<file path="src/rtl/lsu_dmem_initiator.sv">
// Load/store initiator: turns one execute-stage request into a masked data-memory access.
// Optional alignment checking is enabled by defining LSU_MISALIGN_CHK_EN.
module lsu_dmem_initiator #(
    parameter int WAIT_CYCLES = 0
) (
    input  logic        clk,
    input  logic        reset,
    input  logic        req_valid,
    output logic        req_ready,
    input  logic        req_is_store,
    input  logic [2:0]  req_funct3,
    input  logic [31:0] req_base,
    input  logic [31:0] req_offset,
    input  logic [31:0] req_wdata,
    output logic        resp_valid,
    output logic        resp_err,
    output logic [31:0] resp_rdata,
    output logic [31:0] mem_addr,
    output logic [31:0] mem_write_data,
    output logic [3:0]  mem_mask,
    output logic        mem_rd_en,
    output logic        mem_wr_en,
    output logic        mem_cs,
    input  logic [31:0] mem_read_data
);

    typedef enum logic [1:0] {
        IDLE   = 2'd0,
        ACCESS = 2'd1,
        RESP   = 2'd2
    } state_t;

    state_t      state, state_nxt;
    logic [3:0]  wait_cnt;
    logic        store_q;
    logic        accept;
    logic        last_access;
    logic [31:0] eff;
    logic [1:0]  off;
    logic        illegal;
    logic        align_err;
    logic        err;
    logic [3:0]  mask_enc;
    logic [31:0] wdata_enc;

    assign accept      = req_valid && req_ready;
    assign eff         = req_base + req_offset;
    assign off         = eff[1:0];
    assign last_access = (wait_cnt == 4'(WAIT_CYCLES));
    assign req_ready   = (state == IDLE);
    assign resp_valid  = (state == RESP);

    // Size/lane decode; the mask codes are what the memory uses to pick and extend lanes.
    always_comb begin
        illegal   = 1'b0;
        mask_enc  = 4'd0;
        wdata_enc = req_wdata;
        case (req_funct3)
            3'b000: begin
                mask_enc  = {2'b00, off};
                wdata_enc = {24'b0, req_wdata[7:0]} << {off, 3'b000};
            end
            3'b001: begin
                mask_enc  = 4'd4 + {3'b000, off[1]};
                wdata_enc = off[1] ? {req_wdata[15:0], 16'b0} : {16'b0, req_wdata[15:0]};
            end
            3'b010: mask_enc = 4'd6;
            3'b100: begin
                mask_enc = 4'd7 + {2'b00, off};
                illegal  = req_is_store;
            end
            3'b101: begin
                mask_enc = 4'd11 + {3'b000, off[1]};
                illegal  = req_is_store;
            end
            default: illegal = 1'b1;
        endcase
    end

`ifdef LSU_MISALIGN_CHK_EN
    assign align_err = ((req_funct3[1:0] == 2'b01) && off[0]) ||
                       ((req_funct3 == 3'b010) && (off != 2'b00));
`else
    // Halfword/word accesses silently drop the low address bits.
    assign align_err = 1'b0;
`endif

    assign err = illegal || align_err;

    always_ff @(posedge clk) begin
        if (reset) state <= IDLE;
        else       state <= state_nxt;
    end

    always_comb begin
        state_nxt = state;
        case (state)
            IDLE:    if (accept) state_nxt = err ? RESP : ACCESS;
            ACCESS:  if (last_access) state_nxt = RESP;
            RESP:    state_nxt = IDLE;
            default: state_nxt = IDLE;
        endcase
    end

    always_ff @(posedge clk) begin
        if (reset) begin
            wait_cnt       <= 4'd0;
            store_q        <= 1'b0;
            resp_err       <= 1'b0;
            resp_rdata     <= 32'd0;
            mem_addr       <= 32'd0;
            mem_write_data <= 32'd0;
            mem_mask       <= 4'd0;
            mem_rd_en      <= 1'b0;
            mem_wr_en      <= 1'b1;
            mem_cs         <= 1'b1;
        end else begin
            case (state)
                IDLE: begin
                    if (accept) begin
                        wait_cnt   <= 4'd0;
                        resp_err   <= err;
                        resp_rdata <= 32'd0;
                        store_q    <= req_is_store;
                        if (!err) begin
                            mem_addr       <= {eff[31:2], 2'b00};
                            mem_mask       <= mask_enc;
                            mem_write_data <= wdata_enc;
                            mem_cs         <= 1'b0;
                            mem_rd_en      <= !req_is_store;
                            mem_wr_en      <= !req_is_store;
                        end
                    end
                end
                ACCESS: begin
                    if (last_access) begin
                        mem_cs    <= 1'b1;
                        mem_rd_en <= 1'b0;
                        mem_wr_en <= 1'b1;
                        if (!store_q) resp_rdata <= mem_read_data;
                    end else begin
                        wait_cnt <= wait_cnt + 4'd1;
                    end
                end
                RESP:    resp_err <= 1'b0;
                default: ;
            endcase
        end
    end

endmodule

</file>
<file path="config.mk">
export PLATFORM = sky130hd
export DESIGN_NAME = lsu_dmem_initiator
export DESIGN_NICKNAME = d
export VERILOG_FILES = /design/src/rtl/lsu_dmem_initiator.sv
export SDC_FILE = /design/constraint.sdc
export NUM_CORES = 1
export LEC_CHECK = 0
export BUFFER_PORTS_ARGS = -buffer_cell sky130_fd_sc_hd__buf_4
export CORE_MARGIN = 2
export CORE_UTILIZATION = 30
export DETAILED_ROUTE_END_ITERATION = 16
export GPL_TIMING_DRIVEN = 1
export PLACE_DENSITY_LB_ADDON = 0.3
export SYNTH_ARGS = -nofsm -noshare
export SYNTH_HDL_FRONTEND = slang
export SYNTH_SLANG_ARGS = --single-unit
export TNS_END_PERCENT = 100
</file>
<file path="constraint.sdc">
create_clock -name clk -period 4.05 [get_ports clk]
set_input_delay 0 -clock clk [delete_from_list [all_inputs] [get_ports clk]]
set_output_delay 0 -clock clk [all_outputs]
set_load 0.02 [all_outputs]
</file>
Word-level counts from Yosys, hierarchy flattened
Index checks and enable logic that the tools add are counted.
W data, S select, Z words.
{"block": "totals", "regBits": 109}
{"block": "classes", "shift": 1, "addsub": 5, "bitwise_logic": 1, "muxes": 26, "eq_ne": 11, "reduce_logical": 16}
{"op": "$mux W32", "count": 4}
{"op": "$pmux W32 S2", "count": 2}
{"op": "$add A32 B32 Y32", "count": 1}
{"op": "$shl A8 B5 Y32", "count": 1}
{"op": "$pmux W4 S5", "count": 1}
{"op": "$pmux W1 S2", "count": 5}
{"op": "$mux W4", "count": 2}
{"op": "$ne A2 B2 Y1 const B", "count": 4}
{"op": "$pmux W4 S2", "count": 1}
{"op": "$reduce_and A4 Y1", "count": 2}
{"op": "$mux W1", "count": 7}
{"op": "$eq A3 B3 Y1 const B", "count": 2}
{"op": "$mux W2", "count": 3}
{"op": "$reduce_and A2 Y1", "count": 3}
{"op": "$reduce_and A3 Y1", "count": 2}
{"op": "$add A3 B1 Y4 const A", "count": 1}
{"op": "$add A3 B2 Y4 const A", "count": 1}
{"op": "$add A4 B1 Y4 const A", "count": 1}
{"op": "$add A4 B1 Y4 const B", "count": 1}
{"op": "$logic_not A4 Y1", "count": 1}
{"op": "$pmux W2 S2", "count": 1}
{"op": "$reduce_bool A2 Y1", "count": 2}
{"op": "$eq A3 B1 Y1 const B", "count": 1}
{"op": "$eq A3 B2 Y1 const B", "count": 1}
{"op": "10 further kinds", "count": 10}

Depth between registers and ports, before layout
Gate-level depths: netlist (run 1).
{"block": "depth", "depth_word": 6, "ltp_mapped": 11, "ltp_nobuf": 11}

Worst setup path before layout (run 1)
OpenSTA, ideal clock, no wires.
{"block": "synth_path", "kind": "input-to-reg", "start": "input port req_base[0]", "end": "register mem_addr[24]", "setup_time_ps": 120, "cell_stages": 11, "t_required_ps": 3930, "arrival_time_ps": 1978, "n_path_buf": 0, "setup_slack_ps": 1952, "path_cell_list": "ha_1 > inv_1 > fa_1 > nand2b_1 > a21o_1 > nor2b_1 > o31a_1 > o21ai_2 > a21oi_1 > and3_1 > a211o_1"}
{"block": "synth_via", "elab_chain_cells": 1}
{"item": "from (decl)", "line": "12", "rtl": "input logic [31:0] req_base,"}
{"item": "$add A32 B32 Y32", "line": "47", "rtl": "assign eff = req_base + req_offset;"}
{"item": "to (signal assigned)", "line": "126", "rtl": "mem_addr <= {eff[31:2], 2'b00};"}
{"item": "to (decl)", "line": "18", "rtl": "output logic [31:0] mem_addr,"}
Every way passes these cells.
A chain may end at the register's enable or synchronous reset.

Worst setup path after layout (run 1)
{"block": "layout_path", "start": "register state[0]", "end": "register resp_rdata[31]"}
{"block": "layout_via", "elab_chain_cells": 4, "word_cells_on_any_way": 9, "classes_between": "eq/ne (4); mux (1); reduce/logical (4)"}
{"item": "from (decl)", "line": "33", "rtl": "state_t state, state_nxt;"}
{"item": "from (signal assigned)", "line": "92", "rtl": "else state <= state_nxt;"}
{"item": "$logic_not A2 Y1", "line": "50, 118"}
{"item": "$logic_and A1 B1 Y1", "line": "46", "rtl": "assign accept = req_valid && req_ready;"}
{"item": "$ne A2 B1 Y1 (no source line)"}
{"item": "$reduce_and A4 Y1 (no source line)"}
{"item": "to (signal assigned)", "line": "140", "rtl": "if (!store_q) resp_rdata <= mem_read_data;"}
{"item": "to (decl)", "line": "17", "rtl": "output logic [31:0] resp_rdata,"}
Parallel ways exist; a longest one is shown, timed or not.

==> results.yml, run 1 <==
clocking:
  clock_path_buffers: 2
  cts-root-buf: "clkbuf_16"
  clk_pin_slew_worst_paths_ns: 0.07
  tritoncts: "built"
  cts-resized-gates: 0
  cts_setup_buffers: 0
  clkLatencyLatePin_ns: 0.35
  cts_buffers: 9
  htree_levels: 3
  clock_sinks: 109
  ctsHoldBuffers: 58
pwr:
  peakVddDrop_uv: 144
  total_power_w: 0.00299
  p_leak_nw: 3.83
  power.density_nw_per_um2: 341
place:
  io_buffers: 238
  gp_congestion: 0.845
  hpwlAfterDp_mm: 14.3
drt:
  wirelength_mm: 20.2
  drt-wirelength-per-cell_um: 15.7
  drt_drc_violations_left: 0
  vias: 6349
  ant_nets: 0
  drt_iter0_drc: 383
  viasPerCell: 4.96
  drt-pass1-iter-count: 5
global_route:
  grt_use_met2: 0.294
  grt_pass1_vias: 5970
  met1_usage: 0.252
  grt_max_degree: 68
  use_met3: 0.0245
  grt_usage: 0.184
  overflow: 0
  antenna_found_initial: 0
  grt_busiest_layer: "met2"
  grt_pass1_wl_mm: 30.5
floorplanning:
  dieArea_um2: 20900
  initial_utilization: 0.306
  die_w_um: 145
  placeableCoreArea_um2: 19400
  io_pins: 241
  chipHeight_um: 145
  num_rows: 51
worst_hold_path:
  hold_depth: 3
  whs_endpoint: "mem_mask[1]"
  min_from: "req_funct3[1]"
  hold_path_class: "in -> reg"
timing:
  timing.final.max_slew_violations: 0
  maxSlewHeadroom: 0.271
  tightest_slew_ns: 1.09
  fmax_ghz: 0.427
  min_period_ns: 2.34
  tns_ns: 0
  clock_skew_ns: 0.00538
  rsz0062_at_grt: "no"
  fin_crit_sh: 0.578
  setup_viol: 0
  hold_viol_final: 0
logic_synthesis:
  avgSynthCellArea_um2: 7.94
  yosys_most_used_dff: "dfxtp_1"
  synth_cell_types: 64
  synth_edf_count: 0
  async_reset_ff_frac: 0
  syn_inst: 747
  yosysWarnings: 0
  syn_area_um2: 5930
  synth-seq-area-share: 0.368
  ys_ff_latch: 109
setup_path:
  cp_max_fo: 32
  rr_startpoint: "state[0]"
  setup.worst_path.start_class: "flop"
  setup.worst_path.end_class: "flop"
  reg2reg_depth: 6
  cp.arrival_ns: 2.62
  timing.rr.end: "resp_rdata[31]"
  criticalPathCategory: "reg -> reg"
  ff2ff_setup_slack_ns: 1.71
  cp.required_ns: 4.33
cells_and_area:
  drive_gt1_frac: 0.281
  final_common_cell: "buf_4"
  antennaDiodeCount: 0
  finalNetCount: 1181
  syn2layout_area_growth_pct: 48.1
  final_util: 0.453
  final_cell_mix: "buf_4 (243), nand2_1 (113), dfxtp_1 (109)"
run_status:
  outcome: "complete, no violations"
run:
  maxCapViolations: 0
[through the flow]
step | instance area [um2] | instances | setup WS, ns | hold slack [ns]
after floorplan | 5930 | 748 | 1.95 | 0.126
after global placement | 7890 | 1207 | 1.65 | 0.262
after detailed placement | 7890 | 1207 | 1.61 | 0.268
after CTS | 8780 | 1281 | 1.73 | 0.0108
after global routing | 8780 | 1281 | 1.47 | 0.0408
final | 8780 | 1281 | 1.71 | 0.0208
[worst max-delay path by stage]
| stage | start | to | cells past startpoint |
|---|---|---|---|
| after floorplan | req_base[0] | mem_addr[24] | 11 |
| after global placement | req_base[0] | mem_write_data[19] | 8 |
| after detailed placement | req_base[0] | mem_write_data[18] | 8 |
| after CTS | req_funct3[2] | mem_write_data[7] | 7 |
| after global routing | state[0] | resp_rdata[4] | 6 |
| final | state[0] | resp_rdata[31] | 6 |
[cell type report]
type	count	area, um2
Inverter	13	48.8
Multi-Input combinational cell	577	3500
Tap cell	265	332
Clock inverter	5	67.6
Fill cell	1956	10600
Timing Repair Buffer	301	2400
Sequential cell	109	2180
Clock buffer	11	243
[flip-flops by register name, indices dropped and copies added (netlist names), 2 cells and up]
register        flops
mem_addr           30
mem_mask            4
mem_write_data     32
resp_rdata         32
state               2
wait_cnt            4
[cell families (layout without fill, tap and decap cells)]
logic type | count (synthesis) | in the layout | share of synthesized area
simple gates | 284 | 284 | 0.217
compound gates | 226 | 226 | 0.249
flops | 109 | 109 | 0.368
buf+inv | 62 | 330 | 0.0447
fa+ha+maj | 35 | 35 | 0.0751
xor+xnor | 27 | 27 | 0.0399
mux | 3 | 3 | 0.00506
other cells | 1 | 2 | 0.000632
[routing by layer]
metal	part of all wire	vias up
met5	0	-
met3	0.052	27
met4	0.027	0
li1	-	3192
met2	0.47	202
met1	0.46	2928
[synthesized netlist by cell type (7+ instances only)]
| cell type | number | area share |
|---|---|---|
| inv_1 | 13 | 0.0082 |
| o211ai_1 | 10 | 0.013 |
| o21ai_0 | 32 | 0.027 |
| nor3_1 | 23 | 0.019 |
| nand2_1 | 113 | 0.072 |
| buf_2 | 7 | 0.0059 |
| nor2_1 | 61 | 0.039 |
| a21o_1 | 17 | 0.022 |
| a21oi_1 | 91 | 0.077 |
| dfxtp_1 | 109 | 0.37 |
| xnor2_1 | 15 | 0.022 |
| xor2_1 | 12 | 0.018 |
| clkbuf_1 | 35 | 0.022 |
| nand3_1 | 42 | 0.035 |
| a221oi_1 | 17 | 0.025 |
| a22o_1 | 8 | 0.012 |
| ha_1 | 34 | 0.072 |
| a22oi_1 | 8 | 0.010 |
| nor2b_1 | 8 | 0.0084 |
[critical path, cell delays in order (launching register included)]
cell     delay (ns)
dfxtp_1        0.42
nor2_1         0.12
and2_1         0.30
nor2_1         0.24
a21o_1         0.85
nand2_1        0.16
a21oi_1        0.18
[power breakdown]
group	internal, W	leakage [nW]	switching, W
combinational	0.000389	2.79	0.000491
sequential	0.00114	0.889	0.0000380
clock	0.000507	0.152	0.000432
total	0.00203	3.83	0.000961
Power figures use the tool's default switching activity.
==> inputs of run 2 (changes only) <==
--- a/config.mk
+++ b/config.mk
@@ -5,6 +5,7 @@
 export SDC_FILE = /design/constraint.sdc
 export NUM_CORES = 1
 export LEC_CHECK = 0
+export ABC_AREA = 1
 export BUFFER_PORTS_ARGS = -buffer_cell sky130_fd_sc_hd__buf_4
 export CORE_MARGIN = 2
 export CORE_UTILIZATION = 30
==> constraint.sdc (replaced) <==
create_clock -name clk -period 2.32 [get_ports clk]
set_input_delay 0 -clock clk [delete_from_list [all_inputs] [get_ports clk]]
set_output_delay 0 -clock clk [all_outputs]
set_load 0.02 [all_outputs]
==> results.yml, run 2 <==
floorplanning:
  placeableCoreArea_um2: 22700
  chipHeight_um: 156
  initial_utilization: 0.306
  io_pins: 241
  dieArea_um2: 24400
  die_w_um: 156
  num_rows: 55
logic_synthesis:
  synth_top_area_frac: 0.314
  yosysWarnings: 0
  ys_ff_latch: 109
  yosysTopAreaCell: "dfxtp_1"
  synthSimpleGateAreaFrac: 0.324
  synthTopCellsByCount: "nand2_1 (309), inv_1 (160), dfxtp_1 (109)"
  synth_mux_area_frac: 0
  synthXorXnorAreaFrac: 0.0176
  syn_area_um2: 6960
  synth_cell_types: 41
  synth_compound_area_frac: 0.151
  async_reset_ff_frac: 0
  syn_inst: 1088
  synthAdderAreaFrac: 0.0640
  synth_area_leaders: "dfxtp_1 (31%), nand2_1 (17%), inv_1 (8.6%)"
  yosys_most_used_dff: "dfxtp_1"
  synth.most_common_cell: "nand2_1"
  synth-seq-area-share: 0.314
  synth_edf_count: 0
  avgSynthCellArea_um2: 6.39
  synth_top_family_by_area: "simple AND/OR/NAND/NOR gates"
timing:
  clock_skew_ns: 0.00702
  hold_viol_final: 0
  maxSlewHeadroom: 0.560
  fin_crit_sh: 0.947
  fmax_ghz: 0.455
  tightest_slew_ns: 0.659
  setup_viol: 0
  layout_setup_ws_ns: 0.124
  min_period_ns: 2.20
  timing.final.max_slew_violations: 0
cells_and_area:
  finalNetCount: 1558
  reg_top3: "mem_write_data: 32 flops, resp_rdata: 32 flops, mem_addr: 30 flops"
  nFillCells: 2363
  syn2layout_area_growth_pct: 44.6
  multi_input_area_um2: 3880
  final_cell_mix: "nand2_1 (309), buf_4 (245), inv_1 (160)"
  drive_gt1_frac: 0.203
  regArea_um2: 2180
  final_common_cell: "nand2_1"
drt:
  drt_drc_violations_left: 0
  wirelength_mm: 24.2
  drt-wirelength-per-cell_um: 14.4
  drt-pass1-iter-count: 5
  ant_nets: 0
  drt_iter0_drc: 569
  vias: 8104
  viasPerCell: 4.83
run_status:
  outcome: "complete, no violations"
clocking:
  cts_buffers: 9
  cts-root-buf: "clkbuf_16"
  clk_pin_slew_worst_paths_ns: 0.08
  cts_setup_buffers: 0
  htree_levels: 3
  clkLatencyLatePin_ns: 0.36
  clock_path_buffers: 2
  clock_sinks: 109
  tritoncts: "built"
setup_path:
  cp.arrival_ns: 2.49
  setup.worst_path.start_class: "flop"
  criticalPathCategory: "reg -> reg"
  rr_startpoint: "state[1]"
  startpoint: "state[1]"
  cp_max_fo: 39
  setup.worst_path.end_class: "flop"
  cp.required_ns: 2.62
pwr:
  power.density_nw_per_um2: 532
  p_leak_nw: 5.16
  peakVddDrop_uv: 274
  total_power_w: 0.00535
global_route:
  antenna_found_initial: 0
  grt_usage: 0.191
  grt_pass1_vias: 7489
  overflow: 0
  grt_pass1_wl_mm: 37.5
  grt_max_degree: 79
worst_hold_path:
  min_from: "req_funct3[1]"
  hold_path_class: "in -> reg"
place:
  dp_slack_ns: 0.377
  hpwlAfterDp_mm: 17.7
  io_buffers: 238
  gp_congestion: 0.899
run:
  maxCapViolations: 0
==> run 2: kinds of logic after synthesis <==
group                      count (synthesis)
AOI/OAI and AO/OA                        190
xor gates and xnor gates                  14
DFF                                      109
other                                      1
buffers and inverters                    208
adders and majority gates                 35
and+or+nand+nor                          531
==> run 2: repair_timing <==
action	in CTS	in global routing
setup endpoints to repair	0	14
hold buffers	84	0
endpoints found under the hold margin	74	0
resized for setup	0	4
==> run 2: cell type report <==
| cell class | instances | share of cell area |
|---|---|---|
| multi-input cells | 772 | 0.386 |
| clock buffers | 9 | 0.0224 |
| clock inverters | 6 | 0.00597 |
| inverters | 165 | 0.0621 |
| diodes | 1 | 0.000249 |
| repair buffers | 331 | 0.271 |
| flip-flops and latches | 109 | 0.217 |
| well taps | 285 | 0.0354 |
==> run 2: path summary, 6_finish.rpt <==
path                         to  slack [ns]  cells after the start
max          mem_write_data[18]        0.12                      7
min                 mem_mask[3]        0.02                      4
max reg2reg  mem_write_data[18]        0.12                      7
min reg2reg      resp_rdata[22]        0.47                      2
==> run 2: worst max-delay path, stage by stage (launching register included) <==
cell and delay [ns]:
dfxtp_1 0.40, nor2_4 0.19, nand2_4 0.11, nor2_4 0.28, buf_12 0.26, o21ai_0 0.12
a21oi_1 0.17, dlygate4sd3_1 0.60
==> run 2: stage by stage <==
stage | TNS [ns] | cell area (um2) | instances | util | hold slack (ns)
after floorplan | 0 | 6960 | 1089 | - | 0.141
after global placement | 0 | 8900 | 1577 | 0.392 | 0.266
after detailed placement | 0 | 8900 | 1577 | 0.392 | 0.277
after CTS | 0 | 10000 | 1676 | 0.441 | 0.00591
after global routing | -0.00297 | 10100 | 1677 | 0.443 | 0.0315
final | 0 | 10100 | 1678 | 0.443 | 0.0198
==> run 2: where the power goes <==
part,leakage [nW],internal (W),switching (W)
combinational,4.14,0.000737,0.00103
clock,0.133,0.000747,0.000769
sequential,0.890,0.00199,0.0000737
total,5.16,0.00348,0.00187
==> run 2: routing by layer <==
metal / track usage / vias up / part of all wire
met5: 0 / - / 0
met3: 0.0460 / 45 / 0.078
met1: 0.241 / 3672 / 0.44
met4: 0.0651 / 0 / 0.024
met2: 0.318 / 284 / 0.46
li1: - / 4103 / -
